**src/rtl/hir_stencil_pkg.sv**
```systemverilog
// rtl/hir_stencil_pkg.sv - shared constants and helpers for the 3x3 stencil
// Purpose: kernel shift weights, sum guard/normalisation widths and a clog2
// helper used to size the row/column counters and line-buffer addresses.
package hir_stencil_pkg;

  // Extra sum bits: the 1-2-1 kernel weights total 16, so four guard bits
  // make overflow impossible for any unsigned pixel value.
  localparam int SUM_GUARD_BITS = 4;

  // Kernel weights expressed as left-shift amounts (1, 2 and 4).
  localparam int W_CORNER = 0;
  localparam int W_EDGE   = 1;
  localparam int W_CENTRE = 2;

  // Divide by the kernel weight total (16).
  localparam int NORM_SHIFT = 4;

  // Bits needed to hold 0..n-1; never less than 1.
  function automatic int clog2(input int n);
    int w;
    w = 1;
    while ((1 << w) < n) w++;
    return w;
  endfunction

endpackage

```
**src/rtl/line_buffer.sv**
```systemverilog
// rtl/line_buffer.sv - one-row delay line with read-before-write access
// Purpose: holds one row of pixels; the entry at addr is read
// combinationally and overwritten on the same edge when we is high.
// Ports:
//   clk     - clock
//   we      - write enable (pixel accepted)
//   addr    - column index
//   wr_data - value stored at addr
//   rd_data - value held at addr before this edge's write
module line_buffer
  import hir_stencil_pkg::*;
#(
  parameter int ELEMENT_WIDTH = 32,
  parameter int DEPTH         = 64
) (
  input  logic                      clk,
  input  logic                      we,
  input  logic [clog2(DEPTH)-1:0]   addr,
  input  logic [ELEMENT_WIDTH-1:0]  wr_data,
  output logic [ELEMENT_WIDTH-1:0]  rd_data
);

  logic [ELEMENT_WIDTH-1:0] mem [DEPTH];

  assign rd_data = mem[addr];

  // Contents are never reset; validity is tracked by the row/col counters.
  always_ff @(posedge clk) begin
    if (we) mem[addr] <= wr_data;
  end

endmodule

```
**src/rtl/stencil3x3_avg.sv**
```systemverilog
// rtl/stencil3x3_avg.sv - streaming 3x3 Gaussian (1-2-1) weighted-average stencil
// Purpose: accepts one raster-order pixel per t pulse, keeps two line buffers
// and a 3x3 window, and emits the filtered value centred one row and one
// column behind each accepted pixel once a full window exists.
// Ports:
//   clk        - clock
//   rst        - asynchronous active-low reset (release synchronised)
//   t          - input valid
//   in_data    - pixel, raster order
//   out_valid  - out_data valid this cycle
//   out_data   - filtered pixel (0 while out_valid is low)
//   frame_done - pulse with the last output of a frame
//   busy       - high from first accepted pixel until frame_done, inclusive
module stencil3x3_avg
  import hir_stencil_pkg::*;
#(
  parameter int ELEMENT_WIDTH = 32,
  parameter int ROW_LEN       = 64,
  parameter int NUM_ROWS      = 64
) (
  input  logic                      clk,
  input  logic                      rst,
  input  logic                      t,
  input  logic [ELEMENT_WIDTH-1:0]  in_data,
  output logic                      out_valid,
  output logic [ELEMENT_WIDTH-1:0]  out_data,
  output logic                      frame_done,
  output logic                      busy
);

  localparam int COL_W = clog2(ROW_LEN);
  localparam int ROW_W = clog2(NUM_ROWS);
  localparam int SUM_W = ELEMENT_WIDTH + SUM_GUARD_BITS;

  generate
    if (ROW_LEN < 3 || NUM_ROWS < 3) begin : g_bad_size
      $error("stencil3x3_avg: ROW_LEN and NUM_ROWS must both be at least 3");
    end
  endgenerate

  // Reset asserts immediately but releases only after two clean edges.
  logic [1:0] rst_sync_q;
  logic       rst_sync;

  always_ff @(posedge clk or negedge rst) begin
    if (!rst) rst_sync_q <= '0;
    else      rst_sync_q <= {rst_sync_q[0], 1'b1};
  end

  assign rst_sync = rst_sync_q[1];

  // Raster position of the pixel presented on in_data.
  logic [COL_W-1:0] col;
  logic [ROW_W-1:0] row;
  logic             col_last;
  logic             row_last;

  assign col_last = (col == COL_W'(ROW_LEN - 1));
  assign row_last = (row == ROW_W'(NUM_ROWS - 1));

  always_ff @(posedge clk or negedge rst_sync) begin
    if (!rst_sync) begin
      col <= '0;
      row <= '0;
    end else if (t) begin
      if (col_last) begin
        col <= '0;
        row <= row_last ? '0 : row + ROW_W'(1);
      end else begin
        col <= col + COL_W'(1);
      end
    end
  end

  // lb0 holds the previous row, lb1 the row before that.
  logic [ELEMENT_WIDTH-1:0] lb0_rd;
  logic [ELEMENT_WIDTH-1:0] lb1_rd;

  line_buffer #(.ELEMENT_WIDTH(ELEMENT_WIDTH), .DEPTH(ROW_LEN)) u_lb0 (
    .clk     (clk),
    .we      (t),
    .addr    (col),
    .wr_data (in_data),
    .rd_data (lb0_rd)
  );

  line_buffer #(.ELEMENT_WIDTH(ELEMENT_WIDTH), .DEPTH(ROW_LEN)) u_lb1 (
    .clk     (clk),
    .we      (t),
    .addr    (col),
    .wr_data (lb0_rd),
    .rd_data (lb1_rd)
  );

  // win[r][c]: r=0 is the oldest row, c=2 the newest column.
  logic [ELEMENT_WIDTH-1:0] win [3][3];

  always_ff @(posedge clk) begin
    if (t) begin
      for (int r = 0; r < 3; r++) begin
        win[r][0] <= win[r][1];
        win[r][1] <= win[r][2];
      end
      win[0][2] <= lb1_rd;
      win[1][2] <= lb0_rd;
      win[2][2] <= in_data;
    end
  end

  // Weighted row sums; they only matter when the matching valid bit is set.
  logic [SUM_W-1:0] rs_top;
  logic [SUM_W-1:0] rs_mid;
  logic [SUM_W-1:0] rs_bot;
  logic [SUM_W-1:0] total;

  always_ff @(posedge clk) begin
    rs_top <= (SUM_W'(win[0][0]) << W_CORNER) + (SUM_W'(win[0][1]) << W_EDGE)
            + (SUM_W'(win[0][2]) << W_CORNER);
    rs_mid <= (SUM_W'(win[1][0]) << W_EDGE) + (SUM_W'(win[1][1]) << W_CENTRE)
            + (SUM_W'(win[1][2]) << W_EDGE);
    rs_bot <= (SUM_W'(win[2][0]) << W_CORNER) + (SUM_W'(win[2][1]) << W_EDGE)
            + (SUM_W'(win[2][2]) << W_CORNER);
  end

  assign total = rs_top + rs_mid + rs_bot;

  // Valid/tag pipeline: stage 0 follows the window, stage 1 the row sums.
  logic v0, v1;
  logic tag0, tag1;

  always_ff @(posedge clk or negedge rst_sync) begin
    if (!rst_sync) begin
      v0         <= 1'b0;
      tag0       <= 1'b0;
      v1         <= 1'b0;
      tag1       <= 1'b0;
      out_valid  <= 1'b0;
      out_data   <= '0;
      frame_done <= 1'b0;
      busy       <= 1'b0;
    end else begin
      // Windows straddling a row boundary (col<2) or the first two rows
      // are incomplete and never produce output.
      v0         <= t && (row >= ROW_W'(2)) && (col >= COL_W'(2));
      tag0       <= t && row_last && col_last;
      v1         <= v0;
      tag1       <= tag0;
      out_valid  <= v1;
      out_data   <= v1 ? ELEMENT_WIDTH'(total >> NORM_SHIFT) : '0;
      frame_done <= tag1;
      // An accept wins over frame_done so back-to-back frames stay busy.
      if (t)               busy <= 1'b1;
      else if (frame_done) busy <= 1'b0;
    end
  end

endmodule

```
**config.mk**
```make
export PLATFORM = sky130hd
export DESIGN_NAME = stencil3x3_avg
export DESIGN_NICKNAME = d
export VERILOG_FILES = /design/src/rtl/hir_stencil_pkg.sv /design/src/rtl/line_buffer.sv /design/src/rtl/stencil3x3_avg.sv
export SDC_FILE = /design/constraint.sdc
export NUM_CORES = 2
export LEC_CHECK = 0
export CAP_MARGIN = 20
export CORE_MARGIN = 1.5
export CORE_UTILIZATION = 35
export DETAILED_ROUTE_END_ITERATION = 12
export DONT_BUFFER_PORTS = 1
export PLACE_DENSITY = 0.57
export SYNTH_ARGS = -nofsm -noshare
export SYNTH_HDL_FRONTEND = slang
export SYNTH_MEMORY_MAX_BITS = 65536
export SYNTH_SLANG_ARGS = --single-unit
```
**constraint.sdc**
```tcl
create_clock -name clk -period 1.8 [get_ports clk]
set_input_delay 0.27 -clock clk [delete_from_list [all_inputs] [get_ports clk]]
set_output_delay 0.27 -clock clk [all_outputs]
set_load 0.1 [all_outputs]
```
* Word level (Yosys, flattened, before mapping)
Memory sizes are Yosys's and may differ from the RTL's. Cells that the tools add are included.
Word-level totals: bits in registers 159, bits in latches 0, RAM bits 4384, bits in read-only memories 0, input port bits 35, output and inout port bits 35, logic and storage cells 44, memories kept 3
Operators by class: $add $sub $neg 10, $mul 0, divide/modulo/power cells 0, $lt $le $gt $ge 2, eq/ne operators 2, shift operators 0, mux-type cells 7, bitwise logic cells 0, reductions and logical operators 6
Memory list:
- u_lb0.mem | words 64, bits a word 32, rd ports 1, clocked after Yosys merged registers in 0, wr ports 1, line line_buffer.sv:23 | logic [ELEMENT_WIDTH-1:0] mem [DEPTH];
- u_lb1.mem | words 64, bits a word 32, rd ports 1, clocked after Yosys merged registers in 0, wr ports 1, line line_buffer.sv:23
- win | words 3, bits a word 96, rd ports 3, clocked after Yosys merged registers in 0, wr ports 3, line stencil3x3_avg.sv:96 | logic [ELEMENT_WIDTH-1:0] win [3][3];
Operators with widths (count):
- $add A34 B32 Y35 | 2
- $add A32 B33 Y34 | 2
- $add A35 B33 Y36 | 1
- $add A35 B36 Y36 | 1
- $add A36 B35 Y36 | 1
- $add A33 B34 Y35 | 1
- $mux W32 | 1
- $add A6 B1 Y6 const B | 2
- $eq A6 B6 Y1 const B | 2
- $ge A6 B2 Y1 const B | 2
- $mux W6 | 2
- $logic_and A1 B1 Y1 | 4
- $mux W1 | 4
- $reduce_and A2 Y1 | 1
- $reduce_bool A2 Y1 | 1

* Longest topological paths before layout
depth after elaboration 3, gate-level depth with buffers 14, gate-level depth less buffers 12

* Hierarchy
From an unflattened synthesis, not the netlist that was laid out.
Unflattened totals: cells, all modules 9976, area, all modules 178004.5 um^2
By module, submodules not included:
- line_buffer | instances 2, cells an instance 4207, area an instance 78287.6 um^2, sequential area each 61499.0 um^2
- stencil3x3_avg | instances 1, cells an instance 1562, area an instance 21429.3 um^2, sequential area each 12016.5 um^2

* Worst setup path before layout
Ideal clock, no wire load.
kind register -> register, from register col[2], to memory u_lb0.mem[34][0] (enable), library setup time 564 ps, arrival 6059 ps, required time 1236 ps, slack -4823 ps, cell stages (with the launch flop) 10, buffers on the path 8, period minus slack after synthesis 6623 ps, cells stage by stage dfrtp_1 -> buf_4 -> buf_6 -> buf_4 -> buf_4 -> buf_2 -> buf_2 -> buf_4 -> buf_2 -> nor3_1
RTL lines:
- start: declaration | line stencil3x3_avg.sv:53 | logic [COL_W-1:0] col;
- start signal: assignment | line stencil3x3_avg.sv:70 | col <= col + COL_W'(1);
- end: declaration | line line_buffer.sv:23
No word-level cell before the write port.

==> flow_metrics.py <==
metrics = {
    "cts": {
        "clock-root-buffer": "clkbuf_16",
        "clk_pin_slew_ps": 70,
        "clockBufferDepth": 4,
        "clk_latency_ps": 1080,
        "clock_sinks": 4539,
        "cts_htree_levels": 5,
        "numCtsBuffers": 457,
        "cts_hold_buf": 68,
        "cts_tree": "built",
    },
    "die": {
        "dieHeight_um": 709,
        "dieWidth_um": 709,
        "fp.coreArea_um2": 497000,
        "num_rows": 259,
        "initial_utilization_pct": 35.1,
        "pin_count": 70,
        "dieArea_um2": 503000,
    },
    "timing": {
        "hold_ws_ps": -548,
        "fin_skew_ps": 86.3,
        "report.final.slew_viol_count": 0,
        "timing.final.crit_share_pct": 198,
        "fmax_ghz": 0.281,
        "fin_setup_tns_ps": -8050410,
        "finalSetupViolCount": 6383,
        "setup_slack_ps": -1760,
        "hold_viol_final": 96,
        "worst_slew_pin_slew_ps": 1370,
        "period_needed_ps": 3560,
        "max_slew_margin_pct": 8.34,
        "rsz0062_at_grt": "yes",
    },
    "min_path": {
        "hold_depth": 0,
        "min_path_type": "input port to register",
        "hold_start": "t",
        "hold_path_end": "win[0][228]",
    },
    "logic_synthesis": {
        "avgSynthCellArea_um2": 18.0,
        "synth-seq-cells": 4539,
        "synthCells": 9707,
        "ys_seq_area_share_pct": 77.3,
        "syn-num-nets": 10000,
        "syn_area_um2": 175000,
        "synth_cell_types": 85,
        "yosys_most_used_dff": "edfxtp_1",
        "synth_async_sr_flop_share_pct": 1.17,
        "synth_edf_count": 4384,
        "yosys_warnings": 0,
    },
    "drt": {
        "drtIter0Drc": 19000,
        "wl_per_cell_um": 36.1,
        "drc_errors": 16,
        "vias_per_cell": 6.00,
        "wirelength_um": 681000,
        "ant_nets": 0,
        "vias": 113000,
        "drtPass1Iterations": 12,
    },
    "power_and_ir_drop": {
        "power_density_nw_per_um2": 1980,
        "finalPower_mw": 445,
        "p_comb_share_pct": 44.7,
        "power_frac_clock_pct": 21.9,
        "seqPwrFrac_pct": 33.5,
        "ir_drop_mv": 1.57,
        "p_leak_nw": 75.7,
        "sw_frac_of_total_pct": 37.3,
        "power.switching_mw": 166,
        "power.internal_mw": 279,
    },
    "placement": {
        "dp_hpwl_um": 450000,
        "io_buffers": 0,
        "postPlaceCellArea_um2": 206000,
        "gp_congestion": 0.911,
        "post-place-ws_ps": -2090,
    },
    "finish": {
        "final_area_um2": 224000,
        "nets": 12100,
        "n_fill_cell": 42100,
        "syn_to_final_growth_pct": 28.4,
        "drive_gt1_share_pct": 28.4,
    },
    "worst_setup_path": {
        "critical_path_class": "register to register",
        "cp_max_fo": 12,
        "cp.required_ps": 2580,
        "timing.rr.end": "win[0][2]",
        "start_kind": "register",
        "crit_path_end_kind": "register",
        "arrival_ps": 4340,
        "timing.rr.start": "col[1]",
        "reg2reg_depth": 10,
        "r2r_setup_slack_ps": -1760,
    },
    "global_routing": {
        "grt_pass1_vias": 108000,
        "antenna_found_initial": 46,
        "grtUsageTotal_pct": 26.2,
        "grt_pass1_wl_um": 912000,
        "grt_overflow": 0,
        "grt_max_degree": 310,
    },
    "run_status": {
        "violations": "DRC, hold timing, setup timing",
        "outcome": "finished with violations",
    },
    "flow_run": {
        "maxCapViolCount": 0,
    },
}
sequential cells by signal, summed over array words and instances (netlist names), 2 cells and up:
register,count
u_lb0.mem,2048
u_lb1.mem,2048
win,288
rs_bot,34
rs_mid,34
rs_top,34
out_data,32
col,6
row,6
rst_sync_q,2
layout by cell type (no fill, tap or decap), drive strengths merged, types with 33 or more instances in the layout:
| cell type | n |
|---|---|
| edfxtp | 4384 |
| buf | 2147 |
| a22oi | 589 |
| clkbuf | 558 |
| a21oi | 501 |
| a221oi | 470 |
| nor2 | 417 |
| mux2i | 365 |
| o21ai | 223 |
| clkinv | 215 |
| nand2 | 211 |
| mux4 | 175 |
| a22o | 148 |
| mux2 | 144 |
| ha | 136 |
| fa | 129 |
| o22ai | 126 |
| a31oi | 106 |
| dfxtp | 102 |
| xnor2 | 72 |
| nand4 | 70 |
| inv | 67 |
| nand3 | 61 |
| a21o | 60 |
| dfrtp | 53 |
| bufinv | 50 |
| xor2 | 43 |
| a211oi | 43 |
| and2 | 42 |
| nor3 | 38 |
| dlygate4sd3 | 36 |
| diode | 33 |
power by group through the flow:
stage | Combinational [mW] | Sequential (mW) | Clock, mW
floorplan | 80.7 | 145 | 0
global placement | 183 | 151 | 0
detailed placement | 186 | 151 | 0
CTS | 190 | 149 | 98.1
global route | 207 | 149 | 102
finish | 199 | 149 | 97.4
what timing repair did:
item | 4_1_cts | 5_1_grt
endpoints found under the hold margin | 2378 | 294
gates cloned | 2 | 5
pin swaps | 37 | 61
gates resized for setup | 109 | 148
setup buffers | 31 | 26
endpoints found under the setup margin | 6384 | 6384
synthesized netlist by cell type (136+ instances only):
library cell / number / area, um2
edfxtp_1: 4384 / 132000
a22oi_1: 589 / 4420
a21oi_1: 501 / 2510
a221oi_1: 468 / 4100
nor2_1: 414 / 1550
mux2i_1: 365 / 3650
buf_2: 223 / 1120
o21ai_0: 216 / 1080
nand2_1: 210 / 788
clkbuf_1: 200 / 751
mux4_2: 175 / 3940
a22o_1: 148 / 1300
mux2_2: 144 / 1620
ha_1: 136 / 1700
critical path, cell delays in order (launching register included):
cell and delay [ps]:
dfrtp_4 510, buf_6 200, or2_2 170, buf_6 350, buf_4 350, o211ai_1 190, a221oi_1 510, o22ai_1 150
a221oi_1 370, o221ai_1 210, buf_4 210
stage by stage:
stage | std cells | util, %
finish | 18900 | 45.1
global route | 18800 | 45.1
CTS | 18800 | 44.9
detailed placement | 17800 | 41.4
global placement | 17800 | 41.4
floorplan | 9707 | -
area by class of cell:
cell class                      instances  area [um2]  area share (%)
Antenna cell                           33        82.6          0.0368
Clock buffer                          553       12000            5.35
Clock inverter                        307        3330            1.49
Inverter                               51         209          0.0932
Multi-Input combinational cell       4537       38500            17.2
Sequential cell                      4539      135000            60.2
Tap cell                             6655        8330            3.71
Timing Repair Buffer                 2189       26800            12.0
worst max path at each step:
| stage | startpoint | cells past startpoint | endpoint |
|---|---|---|---|
| floorplan | col[0] | 12 | u_lb1.mem[0][10] |
| CTS | rs_top[3] | 14 | out_data[30] |
| global placement | win[0][193] | 12 | rs_bot[31] |
| detailed placement | win[0][193] | 12 | rs_bot[29] |
| global route | col[1] | 14 | u_lb1.mem[60][14] |
| finish | col[1] | 10 | win[0][2] |
routing by layer:
metal | global-route usage (%) | vias up | wire length [um]
li1 | - | 44200 | -
met1 | 34.9 | 58600 | 250000
met2 | 40.4 | 8733 | 303000
met3 | 6.09 | 1718 | 86600
met4 | 12.6 | 14 | 40700
met5 | 0 | - | 91
kinds of logic after synthesis:
logic type | count (synthesis) | share of synthesized area, %
AO/OA/AOI/OAI | 2487 | 10.1
AND/OR/NAND/NOR | 985 | 2.61
flip-flops | 4539 | 77.3
multiplexers | 684 | 5.28
adder cells (fa/ha/maj) | 265 | 2.45
XOR/XNOR | 115 | 0.577
buffers and inverters | 631 | 1.72
other | 1 | 0.00215
Note: power is estimated with default switching activity, not from simulation.
